**src/rtl/decode_stage.sv**
```systemverilog
// decode_stage: RV32I instruction decode between fetch and execute.
//
// Purpose
//   Takes one instruction per cycle from fetch, reads operands from the
//   register file and substitutes the same-cycle write-back value where it
//   is newer. Decodes opcode/funct3/funct7 into ALU and memory controls and
//   a sign-extended immediate. Inserts one bubble on a load-use hazard.
//   Results are held in an ID/EX register with a valid/ready handshake.
//
// Ports
//   clock, reset (async, active-low)
//   if_valid / if_ready / if_instruction / if_pc   fetch side handshake
//   read_register_1/2 -> read_data_1/2            register file (combinational)
//   wb_register_write / wb_write_register / wb_write_data   write-back bypass
//   flush                                          drop held and incoming instruction
//   ex_ready                                       execute accepts the held instruction
//   id_*                                           ID/EX register contents
module decode_stage (
    input  logic        clock,
    input  logic        reset,
    input  logic        if_valid,
    output logic        if_ready,
    input  logic [31:0] if_instruction,
    input  logic [31:0] if_pc,
    output logic [4:0]  read_register_1,
    output logic [4:0]  read_register_2,
    input  logic [31:0] read_data_1,
    input  logic [31:0] read_data_2,
    input  logic        wb_register_write,
    input  logic [4:0]  wb_write_register,
    input  logic [31:0] wb_write_data,
    input  logic        flush,
    input  logic        ex_ready,
    output logic        id_valid,
    output logic [31:0] id_pc,
    output logic [31:0] id_rs1_data,
    output logic [31:0] id_rs2_data,
    output logic [31:0] id_immediate,
    output logic [4:0]  id_rs1,
    output logic [4:0]  id_rs2,
    output logic [4:0]  id_rd,
    output logic [3:0]  id_alu_op,
    output logic        id_alu_src_imm,
    output logic        id_alu_src_pc,
    output logic        id_register_write,
    output logic        id_mem_read,
    output logic        id_mem_write,
    output logic        id_branch,
    output logic        id_jump,
    output logic [2:0]  id_funct3,
    output logic        id_illegal
);

    localparam logic [6:0] OP_REG    = 7'b0110011;
    localparam logic [6:0] OP_IMM    = 7'b0010011;
    localparam logic [6:0] OP_LOAD   = 7'b0000011;
    localparam logic [6:0] OP_STORE  = 7'b0100011;
    localparam logic [6:0] OP_BRANCH = 7'b1100011;
    localparam logic [6:0] OP_LUI    = 7'b0110111;
    localparam logic [6:0] OP_AUIPC  = 7'b0010111;
    localparam logic [6:0] OP_JAL    = 7'b1101111;
    localparam logic [6:0] OP_JALR   = 7'b1100111;

    typedef enum logic [3:0] {
        ALU_ADD = 4'd0, ALU_SUB = 4'd1, ALU_SLL = 4'd2, ALU_SLT = 4'd3,
        ALU_SLTU = 4'd4, ALU_XOR = 4'd5, ALU_SRL = 4'd6, ALU_SRA = 4'd7,
        ALU_OR = 4'd8, ALU_AND = 4'd9, ALU_PASS_B = 4'd10
    } alu_op_t;

    typedef enum logic [2:0] {
        FMT_R, FMT_I, FMT_S, FMT_B, FMT_U, FMT_J
    } imm_fmt_t;

    logic [6:0]  opcode;
    logic [2:0]  funct3;
    logic [6:0]  funct7;
    alu_op_t     base_op;
    alu_op_t     dec_alu_op;
    imm_fmt_t    imm_fmt;
    logic [31:0] imm_value;
    logic        dec_src_imm, dec_src_pc, dec_register_write, dec_mem_read;
    logic        dec_mem_write, dec_branch, dec_jump, dec_illegal;
    logic        use_rs1, use_rs2, has_rd;
    logic        hazard, advance;
    logic [31:0] rs1_value, rs2_value;

    assign opcode          = if_instruction[6:0];
    assign funct3          = if_instruction[14:12];
    assign funct7          = if_instruction[31:25];
    assign read_register_1 = if_instruction[19:15];
    assign read_register_2 = if_instruction[24:20];

    // ALU operation shared by register and immediate arithmetic forms.
    always_comb begin
        base_op = ALU_ADD;
        case (funct3)
            3'b000:  base_op = ALU_ADD;
            3'b001:  base_op = ALU_SLL;
            3'b010:  base_op = ALU_SLT;
            3'b011:  base_op = ALU_SLTU;
            3'b100:  base_op = ALU_XOR;
            3'b101:  base_op = ALU_SRL;
            3'b110:  base_op = ALU_OR;
            default: base_op = ALU_AND;
        endcase
    end

    // Main opcode decode. Operand usage flags stay set for bad funct
    // encodings so the hazard check remains conservative.
    always_comb begin
        imm_fmt            = FMT_R;
        dec_alu_op         = ALU_ADD;
        dec_src_imm        = 1'b0;
        dec_src_pc         = 1'b0;
        dec_register_write = 1'b0;
        dec_mem_read       = 1'b0;
        dec_mem_write      = 1'b0;
        dec_branch         = 1'b0;
        dec_jump           = 1'b0;
        dec_illegal        = 1'b0;
        use_rs1            = 1'b0;
        use_rs2            = 1'b0;
        has_rd             = 1'b1;
        case (opcode)
            OP_REG: begin
                use_rs1            = 1'b1;
                use_rs2            = 1'b1;
                dec_register_write = 1'b1;
                if (funct7 == 7'h00)
                    dec_alu_op = base_op;
                else if (funct7 == 7'h20 && funct3 == 3'b000)
                    dec_alu_op = ALU_SUB;
                else if (funct7 == 7'h20 && funct3 == 3'b101)
                    dec_alu_op = ALU_SRA;
                else
                    dec_illegal = 1'b1;
            end
            OP_IMM: begin
                imm_fmt            = FMT_I;
                use_rs1            = 1'b1;
                dec_register_write = 1'b1;
                dec_src_imm        = 1'b1;
                dec_alu_op         = base_op;
                // funct7 only carries meaning for the shift-immediate forms.
                if (funct3 == 3'b001 && funct7 != 7'h00)
                    dec_illegal = 1'b1;
                if (funct3 == 3'b101) begin
                    if (funct7 == 7'h20)
                        dec_alu_op = ALU_SRA;
                    else if (funct7 != 7'h00)
                        dec_illegal = 1'b1;
                end
            end
            OP_LOAD: begin
                imm_fmt            = FMT_I;
                use_rs1            = 1'b1;
                dec_register_write = 1'b1;
                dec_mem_read       = 1'b1;
                dec_src_imm        = 1'b1;
                if (funct3 == 3'b011 || funct3 == 3'b110 || funct3 == 3'b111)
                    dec_illegal = 1'b1;
            end
            OP_STORE: begin
                imm_fmt       = FMT_S;
                use_rs1       = 1'b1;
                use_rs2       = 1'b1;
                has_rd        = 1'b0;
                dec_mem_write = 1'b1;
                dec_src_imm   = 1'b1;
                if (funct3 > 3'b010)
                    dec_illegal = 1'b1;
            end
            OP_BRANCH: begin
                imm_fmt    = FMT_B;
                use_rs1    = 1'b1;
                use_rs2    = 1'b1;
                has_rd     = 1'b0;
                dec_branch = 1'b1;
                dec_alu_op = ALU_SUB;
                if (funct3 == 3'b010 || funct3 == 3'b011)
                    dec_illegal = 1'b1;
            end
            OP_LUI: begin
                imm_fmt            = FMT_U;
                dec_register_write = 1'b1;
                dec_src_imm        = 1'b1;
                dec_alu_op         = ALU_PASS_B;
            end
            OP_AUIPC: begin
                imm_fmt            = FMT_U;
                dec_register_write = 1'b1;
                dec_src_imm        = 1'b1;
                dec_src_pc         = 1'b1;
            end
            OP_JAL: begin
                imm_fmt            = FMT_J;
                dec_register_write = 1'b1;
                dec_jump           = 1'b1;
                dec_src_imm        = 1'b1;
                dec_src_pc         = 1'b1;
            end
            OP_JALR: begin
                imm_fmt            = FMT_I;
                use_rs1            = 1'b1;
                dec_register_write = 1'b1;
                dec_jump           = 1'b1;
                dec_src_imm        = 1'b1;
                if (funct3 != 3'b000)
                    dec_illegal = 1'b1;
            end
            default: dec_illegal = 1'b1;
        endcase
    end

    always_comb begin
        imm_value = 32'd0;
        case (imm_fmt)
            FMT_I:   imm_value = {{20{if_instruction[31]}}, if_instruction[31:20]};
            FMT_S:   imm_value = {{20{if_instruction[31]}}, if_instruction[31:25],
                                  if_instruction[11:7]};
            FMT_B:   imm_value = {{19{if_instruction[31]}}, if_instruction[31],
                                  if_instruction[7], if_instruction[30:25],
                                  if_instruction[11:8], 1'b0};
            FMT_U:   imm_value = {if_instruction[31:12], 12'd0};
            FMT_J:   imm_value = {{11{if_instruction[31]}}, if_instruction[31],
                                  if_instruction[19:12], if_instruction[20],
                                  if_instruction[30:21], 1'b0};
            default: imm_value = 32'd0;
        endcase
    end

    // The register file only updates at the edge, so a write in flight this
    // cycle must override the stale read. x0 is hardwired to zero.
    always_comb begin
        rs1_value = read_data_1;
        rs2_value = read_data_2;
        if (read_register_1 == 5'd0)
            rs1_value = 32'd0;
        else if (wb_register_write && wb_write_register == read_register_1)
            rs1_value = wb_write_data;
        if (read_register_2 == 5'd0)
            rs2_value = 32'd0;
        else if (wb_register_write && wb_write_register == read_register_2)
            rs2_value = wb_write_data;
    end

    assign hazard = id_valid && id_mem_read && (id_rd != 5'd0) &&
                    ((use_rs1 && read_register_1 == id_rd) ||
                     (use_rs2 && read_register_2 == id_rd));
    assign advance  = !id_valid || ex_ready;
    assign if_ready = flush || (advance && !hazard);

    // ID/EX register. Flush only clears valid; the payload is ignored
    // downstream while valid is low. Illegal instructions carry no side
    // effects and a zero immediate.
    always_ff @(posedge clock or negedge reset) begin
        if (!reset) begin
            id_valid          <= 1'b0;
            id_pc             <= 32'd0;
            id_rs1_data       <= 32'd0;
            id_rs2_data       <= 32'd0;
            id_immediate      <= 32'd0;
            id_rs1            <= 5'd0;
            id_rs2            <= 5'd0;
            id_rd             <= 5'd0;
            id_alu_op         <= 4'd0;
            id_alu_src_imm    <= 1'b0;
            id_alu_src_pc     <= 1'b0;
            id_register_write <= 1'b0;
            id_mem_read       <= 1'b0;
            id_mem_write      <= 1'b0;
            id_branch         <= 1'b0;
            id_jump           <= 1'b0;
            id_funct3         <= 3'd0;
            id_illegal        <= 1'b0;
        end else if (flush) begin
            id_valid <= 1'b0;
        end else if (advance) begin
            id_valid          <= if_valid && !hazard;
            id_pc             <= if_pc;
            id_rs1_data       <= rs1_value;
            id_rs2_data       <= rs2_value;
            id_immediate      <= dec_illegal ? 32'd0 : imm_value;
            id_rs1            <= read_register_1;
            id_rs2            <= read_register_2;
            id_rd             <= has_rd ? if_instruction[11:7] : 5'd0;
            id_alu_op         <= dec_illegal ? ALU_ADD : dec_alu_op;
            id_alu_src_imm    <= dec_src_imm && !dec_illegal;
            id_alu_src_pc     <= dec_src_pc && !dec_illegal;
            id_register_write <= dec_register_write && !dec_illegal;
            id_mem_read       <= dec_mem_read && !dec_illegal;
            id_mem_write      <= dec_mem_write && !dec_illegal;
            id_branch         <= dec_branch && !dec_illegal;
            id_jump           <= dec_jump && !dec_illegal;
            id_funct3         <= funct3;
            id_illegal        <= dec_illegal;
        end
    end

endmodule

```
**config.mk**
```make
export PLATFORM = sky130hd
export DESIGN_NAME = decode_stage
export DESIGN_NICKNAME = d
export VERILOG_FILES = /design/src/rtl/decode_stage.sv
export SDC_FILE = /design/constraint.sdc
export NUM_CORES = 1
export LEC_CHECK = 0
export CAP_MARGIN = 15
export CORE_MARGIN = 2
export CORE_UTILIZATION = 45
export CTS_CLUSTER_DIAMETER = 100
export DETAILED_ROUTE_END_ITERATION = 16
export PLACE_DENSITY = 0.86
export SLEW_MARGIN = 20
export SYNTH_ARGS = -nofsm -noshare
export SYNTH_HDL_FRONTEND = slang
export SYNTH_SLANG_ARGS = --single-unit
```
**constraint.sdc**
```tcl
create_clock -name clock -period 6.5 [get_ports clock]
set_input_delay 1.95 -clock clock [delete_from_list [all_inputs] [get_ports clock]]
set_output_delay 1.95 -clock clock [all_outputs]
set_load 0.005 [all_outputs]
```
==> reports/qor.txt <==
OUTCOME
-------------------------------------------------------------------------------------
Result of the run                                                        finished clean

POWER
-------------------------------------------------------------------------------------
Leakage dissipation                                                       0.004889 uW
Largest voltage drop on the vdd net                                         0.1617 mV
PwrDens                                                                  234.4 nW/um2
Post-layout power                                                             2746 uW

CLOCKING
-------------------------------------------------------------------------------------
H-tree depth                                                                        4
Clock buffers created by TritonCTS                                                 17
Number of gates resized after cts                                                   0
Number of buffers inserted by post-CTS setup repair                                 0
Clock transition at the registers of the reported paths                       0.07 ns
Clock Sink Count                                                                  159
Clock insertion delay at the later pin of the skew report                     0.42 ns
Max Root-Sink Buffers                                                               2
CTS tree                                                                        built
Clock tree root buffer cell                                                 clkbuf_16
Number of buffers inserted by hold repair at cts                                    0

TIMING
-------------------------------------------------------------------------------------
Slew @ Worst Pin                                                             1.088 ns
Largest clock skew in the final design                                     0.01132 ns
Final cycle utilization of the critical path                                   91.17%
Unrepaired setup endpoints after global routing                                 false
Least setup slack across all paths after layout                             0.5741 ns
Relative slew margins                                                          27.49%
Final hold violation count                                                          0
Max-slew violations                                                                 0
Setup violations, final                                                             0
Total negative setup slack                                                       0 ns
Minimum clock period after layout                                            5.926 ns
Max frequency                                                               168.8 MHz

LOGIC SYNTHESIS
-------------------------------------------------------------------------------------
Avg Inst Size Synth                                                         9.342 um2
Share of Yosys cell area claimed by the top area cell type                     52.97%
Synth unique cells                                                                 51
Post-synthesis cell type with the largest combined area                       dfrtp_1
Synth warnings                                                                      0
Share of async-settable or async-resettable flops after synthesis              100.0%
Synthesized Nets                                                                  975
Number of synthesized flops with an enable pin                                      0
Syn Std Cell Area                                                            7511 um2
Number of register bits inferred by synthesis                                     159
Sequential element share of the synthesized area                               52.97%
Top_reg_cell synth                                                            dfrtp_1
Largest cells by area after synthesis                                    dfrtp_1 53%, nand2_1 12%, mux2i_1 8.5%
Synth Instances                                                                   804

WORST HOLD PATH
-------------------------------------------------------------------------------------
Path class of the lowest-slack min-delay path                              reg -> reg

DIE
-------------------------------------------------------------------------------------
Die Footprint                                                               17740 um2
Starting Density                                                               45.62%
Core Area                                                                   16470 um2
# rows                                                                             47
Number of primary I/O pins                                                        341
Chip Height                                                                  133.2 um
X dimension of the die                                                       133.2 um

PLACEMENT
-------------------------------------------------------------------------------------
DP HPWL                                                                      19.27 mm
Setup slack at placement                                                    0.6048 ns
RD Place Congestion                                                            0.9307
Port-buffer cells                                                                 340
Post-placement cell area                                                    11070 um2

LAYOUT
-------------------------------------------------------------------------------------
Number of nets in the layout                                                     1289
P&R area growth vs syn                                                         56.01%
Proportion of layout cells with a drive suffix above 1                         5.747%
Layout Cell Area excl Fill                                                  11720 um2
Commonest cells after routing, fill and taps aside                       339 x clkdlybuf4s50_1, 245 x nand2_1, 159 x dfrtp_1, 89 x o21ai_0, 64 x mux2i_1
Most frequent standard cell in the layout excluding fill and tap cells   clkdlybuf4s50_1

GLOBAL ROUTING
-------------------------------------------------------------------------------------
Global-route wire length before repair                                       41.01 mm
Met1 track utilization from global routing                                     37.09%
Total track usage                                                              29.76%
Number of antenna violations at the first check in global routing                   2
Number of global-route vias before repair                                        7325
Most utilized layer in the global route result                                   met2
Pin count of the biggest net entering global routing                               83
Gr ovfl total                                                                       0
Met3 Resource Use GR                                                           9.323%
Met2 capacity usage during global routing                                      48.79%

ROUTE
-------------------------------------------------------------------------------------
Routed wire length                                                           26.13 mm
Total vias in the final route                                                    7224
Total iterations of the first detailed-routing run                                  5
Drt first-iter violations                                                         420
Post-route DRC violation count                                                      0
Mean number of vias per cell                                                    5.339
Remaining antenna violation count after routing                                     0
Routed length per instance                                                   19.31 um

WORST SETUP PATH
-------------------------------------------------------------------------------------
CP Data Arrival Time                                                          3.98 ns
Crit end category                                                         output port
Data required, critical path                                                  4.55 ns
Critical path peak fanout                                                           9
Kind of critical path                                                       in -> out
Critical Path Start Type                                                   input port

JOB
-------------------------------------------------------------------------------------
Max-cap violation count                                                             0

sequential cells by signal (all words and copies together), names as in the netlist, 3 cells and up:
signal / flops
id_rd: 5
id_funct3: 3
id_rs1_data: 32
id_rs1: 5
id_pc: 32
id_alu_op: 4
id_rs2: 5
id_immediate: 32
id_rs2_data: 32
metal layers:
layer	share of wire [%]	up-vias
li1	-	3378
met2	49	343
met1	39	3453
met5	0	-
met3	9.2	50
met4	3.2	0
area by class of cell:
class                   instances  area [um2]
flip-flops and latches        159        3979
multi-input cells             573        3234
clock buffers                  18       439.2
diodes                          2       5.005
well taps                     220       275.3
repair buffers                360        3555
fillers                      1264        4748
inverters                       7       26.28
clock inverters                14       203.9
worst max-delay path: stages:
cell and delay [ns]:
clkdlybuf4s50_1 0.53, nand3b_2 0.36, o21ai_0 0.15, o21ai_0 0.12
a211o_1 0.25, a21o_1 0.18, clkdlybuf4s50_1 0.44
kinds of logic (layout without fill, tap and decap cells):
family | count (synthesis) | after routing | share of synthesized area, %
AND/OR/NAND/NOR | 308 | 308 | 17.27
AO/OA/AOI/OAI | 179 | 179 | 14.36
flip-flops | 159 | 159 | 52.97
buffers and inverters | 72 | 399 | 4.298
multiplexers | 64 | 64 | 8.529
XOR/XNOR | 22 | 22 | 2.565
other | 0 | 2 | 0
through the flow:
| step | util, % | hold WS [ns] | cells |
|---|---|---|---|
| 5_1_grt | 71.15 | 0.4968 | 1352 |
| 6_report | 71.16 | 0.4747 | 1353 |
| 3_5_place_dp | 67.23 | 0.4625 | 1319 |
| 4_1_cts | 71.13 | 0.4790 | 1351 |
| 3_3_place_gp | 67.23 | 0.4567 | 1319 |
| 2_1_floorplan | - | 0.4697 | 804 |
cells in the mapped netlist (6+ instances only):
library cell and count:
a32o_1 16, a21oi_1 28, xor2_1 14, nand2_1 245, buf_1 6, inv_1 7
nand3_1 6, clkbuf_1 44, dfrtp_1 159, o21ai_1 19, o21ai_0 91, nor2b_1 6
mux2i_1 64, nor2_1 17, xnor2_1 8, buf_4 11
final timing paths:
kind                                        start  depth (start not counted)  slack, ns         endpoint
worst max-delay path            if_instruction[4]                          7       0.57         if_ready
worst min-delay path                    id_rs2[0]                          2       0.47        id_rs2[0]
worst max register to register           id_valid                          6       3.90  id_immediate[5]
worst min register to register          id_rs2[0]                          2       0.47        id_rs2[0]
max in group asynchronous                   reset                          2       3.90  id_immediate[1]
min in group asynchronous                   reset                          1       1.53     id_alu_op[0]
power by group:
part | leakage [uW] | switching, uW | internal (uW)
combinational | 0.00256 | 228 | 305
clock | 0.000310 | 425 | 662
sequential | 0.00202 | 52.6 | 1070
total | 0.00489 | 705 | 2040
(Power assumes the default switching activity.)
